[src/rtl/vram_arbiter.sv]
// vram_arbiter: shares a single-port framebuffer RAM between pixel prefetch
// and CPU accesses, keeping a small pixel FIFO ahead of scan-out.
//
// Ports:
//   clk, rst                  clock, synchronous active-high reset
//   frame_start               restart fetch at word 0, flush FIFO, clear underflow
//   pix_req -> pix_data/pix_valid   pop one word (result next cycle)
//   underflow                 sticky: pop attempted on an empty FIFO
//   cpu_req/cpu_we/cpu_addr/cpu_wdata -> cpu_ack/cpu_rdata   CPU access
//   mem_addr/mem_we/mem_wdata, mem_rdata   RAM port (read data one cycle late)
//
// Optional feature: define VRAM_ARB_STARVE_GUARD_EN to let a CPU request that
// has waited STARVE_LIMIT cycles override the low-water fill priority.
module vram_arbiter #(
  parameter int unsigned ADDR_W       = 16,
  parameter int unsigned DATA_W       = 16,
  parameter int unsigned FB_WORDS     = 19200,
  parameter int unsigned FIFO_DEPTH   = 4,
  parameter int unsigned LOW_WATER    = 2,
  parameter int unsigned STARVE_LIMIT = 8
) (
  input  logic              clk,
  input  logic              rst,
  input  logic              frame_start,
  input  logic              pix_req,
  output logic [DATA_W-1:0] pix_data,
  output logic              pix_valid,
  output logic              underflow,
  input  logic              cpu_req,
  input  logic              cpu_we,
  input  logic [ADDR_W-1:0] cpu_addr,
  input  logic [DATA_W-1:0] cpu_wdata,
  output logic              cpu_ack,
  output logic [DATA_W-1:0] cpu_rdata,
  output logic [ADDR_W-1:0] mem_addr,
  output logic              mem_we,
  output logic [DATA_W-1:0] mem_wdata,
  input  logic [DATA_W-1:0] mem_rdata
);

  localparam int unsigned PTR_W = (FIFO_DEPTH > 1) ? $clog2(FIFO_DEPTH) : 1;
  localparam int unsigned LVL_W = $clog2(FIFO_DEPTH) + 1;

  typedef enum logic [1:0] {
    IDLE  = 2'd0,
    FETCH = 2'd1,
    CPU   = 2'd2
  } state_t;

  // state: access issued this cycle; prev_state: access whose data returns now
  state_t state;
  state_t prev_state;

  logic [DATA_W-1:0] fifo_mem [FIFO_DEPTH];
  logic [PTR_W-1:0]  wr_ptr;
  logic [PTR_W-1:0]  rd_ptr;
  logic [LVL_W-1:0]  level;
  logic [LVL_W-1:0]  occ;
  logic [ADDR_W-1:0] fetch_addr;
  logic              cpu_ok;
  logic              push;
  logic              pop_try;
  logic              pop_ok;
  logic              starve;

  // No CPU grant in the ack cycle, so a still-high cpu_req is not issued twice
  assign cpu_ok  = cpu_req & ~cpu_ack;
  // A fetch returning in a frame_start cycle belongs to the old frame: drop it
  assign push    = (prev_state == FETCH) & ~frame_start;
  assign pop_try = pix_req & ~frame_start;
  assign pop_ok  = pop_try & (level != '0);
  assign occ     = level + LVL_W'(prev_state == FETCH);

  // RAM data is returned combinationally in the ack cycle
  assign cpu_rdata = cpu_ack ? mem_rdata : '0;

`ifdef VRAM_ARB_STARVE_GUARD_EN
  localparam int unsigned CNT_W = $clog2(STARVE_LIMIT + 1);
  logic [CNT_W-1:0] starve_cnt;

  // Cycles a grantable CPU request has been waiting; saturates at the limit
  always_ff @(posedge clk) begin
    if (rst || (state == CPU) || !cpu_ok) begin
      starve_cnt <= '0;
    end else if (starve_cnt != CNT_W'(STARVE_LIMIT)) begin
      starve_cnt <= starve_cnt + CNT_W'(1);
    end
  end

  // Never starve the display completely: only override with data in the FIFO
  assign starve = (starve_cnt == CNT_W'(STARVE_LIMIT)) & (level != '0);
`else
  logic unused_starve_limit;
  assign unused_starve_limit = ^32'(STARVE_LIMIT);
  assign starve = 1'b0;
`endif

  // State register
  always_ff @(posedge clk) begin
    if (rst) prev_state <= IDLE;
    else     prev_state <= state;
  end

  // Grant decision and RAM port drive for the current cycle
  always_comb begin
    state     = IDLE;
    mem_addr  = '0;
    mem_we    = 1'b0;
    mem_wdata = '0;
    if (rst) begin
      state = IDLE;
    end else if (frame_start) begin
      if (cpu_ok) state = CPU;
    end else if (occ < LVL_W'(LOW_WATER)) begin
      state = (starve && cpu_ok) ? CPU : FETCH;
    end else if (cpu_ok) begin
      state = CPU;
    end else if (occ < LVL_W'(FIFO_DEPTH)) begin
      state = FETCH;
    end
    case (state)
      FETCH: mem_addr = fetch_addr;
      CPU: begin
        mem_addr  = cpu_addr;
        mem_we    = cpu_we;
        mem_wdata = cpu_wdata;
      end
      default: ;
    endcase
  end

  // FIFO storage
  always_ff @(posedge clk) begin
    if (!rst && push) fifo_mem[wr_ptr] <= mem_rdata;
  end

  // FIFO control, fetch address, pixel and CPU outputs
  always_ff @(posedge clk) begin
    if (rst) begin
      wr_ptr     <= '0;
      rd_ptr     <= '0;
      level      <= '0;
      fetch_addr <= '0;
      pix_data   <= '0;
      pix_valid  <= 1'b0;
      underflow  <= 1'b0;
      cpu_ack    <= 1'b0;
    end else begin
      cpu_ack   <= (state == CPU);
      pix_valid <= pop_ok;
      if (pop_ok) pix_data <= fifo_mem[rd_ptr];
      if (frame_start) begin
        wr_ptr     <= '0;
        rd_ptr     <= '0;
        level      <= '0;
        fetch_addr <= '0;
        underflow  <= 1'b0;
      end else begin
        if (push)   wr_ptr <= wr_ptr + PTR_W'(1);
        if (pop_ok) rd_ptr <= rd_ptr + PTR_W'(1);
        level <= level + LVL_W'(push) - LVL_W'(pop_ok);
        if (pop_try && (level == '0)) underflow <= 1'b1;
        if (state == FETCH) begin
          fetch_addr <= (fetch_addr == ADDR_W'(FB_WORDS - 1)) ? '0
                                                              : fetch_addr + ADDR_W'(1);
        end
      end
    end
  end

endmodule

[config.mk]
export PLATFORM = sky130hd
export DESIGN_NAME = vram_arbiter
export DESIGN_NICKNAME = d
export VERILOG_FILES = /design/src/rtl/vram_arbiter.sv
export SDC_FILE = /design/constraint.sdc
export NUM_CORES = 1
export LEC_CHECK = 0
export ABC_AREA = 1
export CAP_MARGIN = 20
export CORE_MARGIN = 3
export CORE_UTILIZATION = 45
export DETAILED_ROUTE_END_ITERATION = 10
export PLACE_DENSITY_LB_ADDON = 0.1
export SKIP_CTS_REPAIR_TIMING = 1
export SYNTH_ARGS = -nofsm -noshare
export SYNTH_HDL_FRONTEND = slang
export SYNTH_SLANG_ARGS = --single-unit
[constraint.sdc]
create_clock -name clk -period 2.33 [get_ports clk]
set_clock_uncertainty 0.2 [all_clocks]
set_input_delay 0.233 -clock clk [delete_from_list [all_inputs] [get_ports clk]]
set_output_delay 0.233 -clock clk [all_outputs]
set_load 0.1 [all_outputs]
== After elaboration in Yosys (flattened, before gate mapping) ==
Memory sizes are Yosys's and may differ from the RTL's. A register that Yosys moved wholly into a read port is not among the register bits.
Cells that the tools add are included.
Storage, ports and cells
  bits in latches: 0
  word-level logic and storage cells: 46
  flip-flop bits (word level): 28
  output and inout bits: 68
  memories: 1
  bits of input ports: 54
  bits in read-only memories: 0
  memory bits (writable): 64
Operators by class
  multiply operators: 0
  $add $sub $neg: 6
  bitwise gates (word level): 6
  shift operators: 0
  equality and inequality tests: 4
  muxes and demuxes: 13
  magnitude comparators: 2
  reductions and logical operators: 6
  divide/modulo/power cells: 0
Memories
  fifo_mem: depth 4, width 16, read ports 1, clocked after memory_dff 1, wr ports 1, RTL line 54  | logic [DATA_W-1:0] fifo_mem [FIFO_DEPTH];
Operator list (number)
  16-bit two-way mux: 3
  16-bit case mux with 2 select lines: 1
  16-bit by 1-bit adder with 16-bit output, second input constant: 1
  16-bit by 15-bit equality test with 1-bit output, second input constant: 1
  2-bit two-way mux: 5
  3-bit by 1-bit adder with 3-bit output: 2
  2-bit by 1-bit adder with 2-bit output, second input constant: 2
  1-bit AND: 4
  2-bit by 1-bit equality test with 1-bit output, second input constant: 2
  1-bit two-way mux: 4
  3-bit logical NOT: 1
  3-bit by 2-bit less-than comparator with 1-bit output, second input constant: 1
  3-bit less-than comparator, second input constant: 1
  3-bit nonzero test: 1
  3-bit by 1-bit subtractor with 3-bit output: 1
  2-bit equality test, second input constant: 1
  1-bit logical AND: 2
  1-bit NOT: 2
  2-bit OR reduction: 1
  1-bit logical NOT: 1

== Depth between registers and ports, before layout ==
  depth in word-level cells: 10
  gate-level depth with buffers: 19
  mapped depth without buffers: 18

== Least setup slack after synthesis ==
OpenSTA, ideal clock, no wires.
  path kind: reg2out
  from: reg cpu_ack
  to: out mem_addr[9]
  data arrival time: 3716 ps
  setup slack: -1819 ps
  buffers on the path: 4
  stages on the path, launching flop included: 12
  cell sequence: dfxtp_1 buf_6 inv_1 nand2_2 nor2_4 buf_6 nand2_1 ha_1 buf_4 buf_2 nand2_1 a21oi_1
On the way
  cells in the longest elaborated chain, start to end: 8
  elaborated cells between the ends (all ways): 10
  those cells by class: eq/ne: 2; mux: 6; bitwise: 2
RTL lines
  from (decl): RTL line 33  | output logic cpu_ack,
  from (signal assigned): RTL line 149  | cpu_ack <= (state == CPU);
  1-bit NOT *: RTL line 67  | assign cpu_ok = cpu_req & ~cpu_ack;
  1-bit AND *: RTL line 67
  2-bit two-way mux: RTL line 116  | end else if (cpu_ok) begin
  2-bit two-way mux: RTL line 114  | end else if (occ < LVL_W'(LOW_WATER)) begin
  2-bit two-way mux *: RTL line 112  | end else if (frame_start) begin
  2-bit two-way mux *: RTL line 110  | if (rst) begin
  2-bit equality test or 2-bit by 1-bit equality test with 1-bit output (tied branches): RTL line 121  | case (state)
  16-bit case mux with 2 select lines *: RTL line 121
  to (decl): RTL line 35  | output logic [ADDR_W-1:0] mem_addr,
Mark *: on every way between the ends. The rest lies on a longest branch, timed or not.

== Final worst setup path ==
  from: reg prev_state[0]
  to: out mem_addr[8]
On the way
  cells in the longest elaborated chain, start to end: 10
  elaborated cells between the ends (all ways): 12
  those cells by class: add/sub: 1; order compare: 2; eq/ne: 3; mux: 6
RTL lines
  from (decl): RTL line 52  | state_t prev_state;
  from (signal assigned): RTL line 101  | else prev_state <= state;
  2-bit by 1-bit equality test with 1-bit output *: RTL line 72  | assign occ = level + LVL_W'(prev_state == FETCH);
  3-bit by 1-bit adder with 3-bit output *: RTL line 72
  3-bit less-than comparator: RTL line 118  | end else if (occ < LVL_W'(FIFO_DEPTH)) begin
  1-bit two-way mux: RTL line 118
  2-bit two-way mux: RTL line 116
  2-bit two-way mux *: RTL line 114
  2-bit two-way mux *: RTL line 112
  2-bit two-way mux *: RTL line 110
  2-bit equality test or 2-bit by 1-bit equality test with 1-bit output (tied branches): RTL line 121
  16-bit case mux with 2 select lines *: RTL line 121
Marked as above.

==> run summary <==
Share of layout cells above drive strength 1 -> 33.2%
Worst vdd ir -> 358 uV
Wirelength per Cell -> 16.1 um
Syn Std Cell Area -> 5010 um^2
Most used cell, CP -> buf_12
Antenna violations before repair -> 0
Mean area per synthesized cell -> 8.83 um^2
Power Density -> 504 nW/um^2
Clock Tree Buf Depth -> 2
Final cycle utilization of the critical path -> 122%
Sequential fraction of the synthesis area -> 55.9%
Depth of the CTS H-tree -> 3
Final WL -> 13.9 mm
Clock sink total -> 108
Max Slew Vio Count -> 0
CP Capture Type -> output port
Max-cap check violation count -> 0
DRT antenna net count -> 0
RSZ-0062 raised after global routing -> true
Slowest cell on crit path -> dfxtp_2
Die width -> 112 um
TritonCTS buffer count -> 9
DRT iter0 DRCs -> 317
Yosys warnings -> 0
Finished Cell Area -> 8010 um^2
Global-route wire length before repair -> 21.0 mm
Worst Tran Pin Value -> 0.581 ns
Die area -> 12400 um^2
Cell variety after synth -> 33
CP startpoint kind -> flip-flop
Worst reg2reg path depth -> 14
Critical path class -> reg -> out
Reg clk slew, reported paths -> 0.10 ns
Cells after Synth -> 568
Vias in the first global route -> 4209
Failing checks -> negative setup slack
I/O Buffers -> 121
Vias -> 4404
Worst Hold Path EP -> underflow
HPWL after DPL -> 9.38 mm
Initial Utilization -> 47.5%
Global route total overflow -> 0
CP Cell Sequence -> inv_2, nor2_4, inv_2, nor2_4, ha_4, xnor2_2, o211ai_1, inv_1, ha_4, buf_12, buf_12, nand2_8, a21oi_4, buf_12
Syn Nets -> 633
Final setup vio count -> 44
Ys async rst share -> 0%
Hold Crit Class -> reg -> reg
Drt drc -> 0
Num rows -> 37
Gp weighted congestion -> 0.885
Critical R2R Launch -> prev_state[0]
Hold path cells -> 2
Slew margin rel. -> 61.2%
Most used DFF post-synth -> edfxtp_1
Pre-CTS setup slack -> -0.253 ns
Die height -> 112 um
Area growth syn-to-layout -> 59.8%
Max Fclk -> 0.353 GHz
CP Data Required Time -> 1.90 ns
Beginning of the worst hold path -> underflow
Clk_lat worst skew -> 0.36 ns
CTS tree -> yes
Leakage -> 3.12 nW
Number of flops mapped to enable cells by yosys -> 64
Final net count -> 786
R2r endpoint -> fetch_addr[8]
Status -> finished with violations
I/O Pins -> 122
DR vias/cell -> 5.11
Synth Register Bits -> 108
Max stage delay on crit path -> 0.33 ns
Post-DP Area -> 7460 um^2
Hold slack -> 0.297 ns
Clock root buffer -> clkbuf_8
Gr usage total -> 20.8%
Largest net degree at the start of global routing -> 34
Fin. Hold Viols -> 0
CP max FO -> 5
Core area -> 10600 um^2
Reg2Reg Setup Slack -> -0.13 ns
Min cycle time layout -> 2.84 ns
Arrival time of the worst setup path -> 2.40 ns
Fillcell total -> 722
Antenna Cells -> 0
Setup WS post-layout -> -0.505 ns
TritonRoute pass-1 iters -> 5
## synthesized netlist by cell type (3+ instances only)
cell      instances  area share, %
clkbuf_1          4           0.30
ha_1             10            2.5
nand2_2           6           0.75
inv_1            75            5.6
nand4_1           3           0.37
nand2_1          89            6.7
edfxtp_1         64             38
nand3_1          24            2.4
inv_2             6           0.45
o21ai_1           5           0.50
xnor2_1           4           0.70
o22ai_1          16            2.0
a21oi_1          24            2.4
nor2_1           97            7.3
xor2_1            3           0.52
nor2_4            3           0.67
buf_2            13            1.3
dfxtp_1          44             18
buf_6             5            1.1
nor2_2           11            1.4
o21ai_0          50            5.0
## power breakdown
part	leakage (nW)	internal (W)	switching, W
clock network	0.117	0.000634	0.000676
logic	2.07	0.000280	0.000403
registers	0.934	0.00203	0.00000921
total	3.12	0.00295	0.00109
## layer usage
layer | vias up | global-route usage (%) | part of all wire, %
met5 | - | 0 | 0
met4 | 0 | 3.89 | 1.2
met3 | 12 | 4.57 | 6.0
met2 | 159 | 36.3 | 53
met1 | 2094 | 26.8 | 40
li1 | 2139 | - | -
## registers in the layout, summed over array words and instances, names as in the netlist
register / flops
cpu_ack: 1
fetch_addr: 16
fifo_mem: 64
level: 3
pix_data: 16
pix_valid: 1
prev_state: 2
rd_ptr: 2
underflow: 1
wr_ptr: 2
## critical path: cells and delay by family (launching register included)
family / cells / cell delay, ns
and+or+nand+nor: 3 / 0.13
adders and majority gates: 2 / 0.33
buffers and inverters: 6 / 0.70
AOI/OAI and AO/OA: 2 / 0.36
DFF: 1 / 0.33
xor gates and xnor gates: 1 / 0.21
## final cells by class
cell class                 instances  area [um^2]  share of cell area [%]
timing repair buffer             166         2160                    27.0
clock buffer                       9          124                    1.55
clock inverter                     7          120                    1.50
tap                              136          170                    2.12
sequential                       108         2810                    35.1
inverter                          81          370                    4.62
multi-input combinational        355         2250                    28.1
## metrics by stage
stage	setup TNS (ns)	cells	total power, W	utilization (%)
global route	-20.24	862	0.00417	75.9
finish	-15.41	862	0.00404	75.9
global placement	-3.16	833	0.00270	70.7
floorplan	-13.94	568	0.00245	-
CTS	-20.95	849	0.00401	73.0
detailed placement	-7.20	833	0.00272	70.7
## cells by family after synthesis
family / after synthesis / synth area share (%)
compound gates: 99 / 10.7
xor+xnor: 7 / 1.22
fa+ha+maj: 11 / 2.89
buf+inv: 105 / 9.01
flops: 108 / 55.9
simple gates: 238 / 20.3
## how the worst max path moves through the flow
stage	startpoint	to	slack, ns	depth (start not counted)
floorplan	prev_state[0]	mem_addr[10]	-0.53	13
global placement	prev_state[0]	fetch_addr[14]	-0.14	15
detailed placement	frame_start	level[2]	-0.25	11
CTS	prev_state[0]	mem_addr[8]	-0.65	13
global route	prev_state[0]	mem_addr[8]	-0.62	14
finish	prev_state[0]	mem_addr[8]	-0.51	14
## cell usage in the layout (no fill, tap or decap), types with 2 or more instances in the layout
cell	instances
nand2_4	20
dfxtp_1	39
xnor2_1	3
ha_4	5
o21ai_0	49
clkbuf_16	3
edfxtp_1	64
nand4_1	3
ha_1	5
nor2_1	93
nand2_2	10
dfxtp_2	5
nand3_1	24
clkinv_8	2
a21oi_4	16
inv_1	52
o22ai_1	16
nor2_4	7
bufinv_16	2
clkdlybuf4s50_1	53
nor2_2	11
buf_12	58
xor2_1	2
clkbuf_8	9
clkinvlp_4	18
o21ai_1	5
buf_6	2
nand2_1	64
a21oi_1	7
inv_2	11
buf_4	50
(Power assumes the default switching activity.)
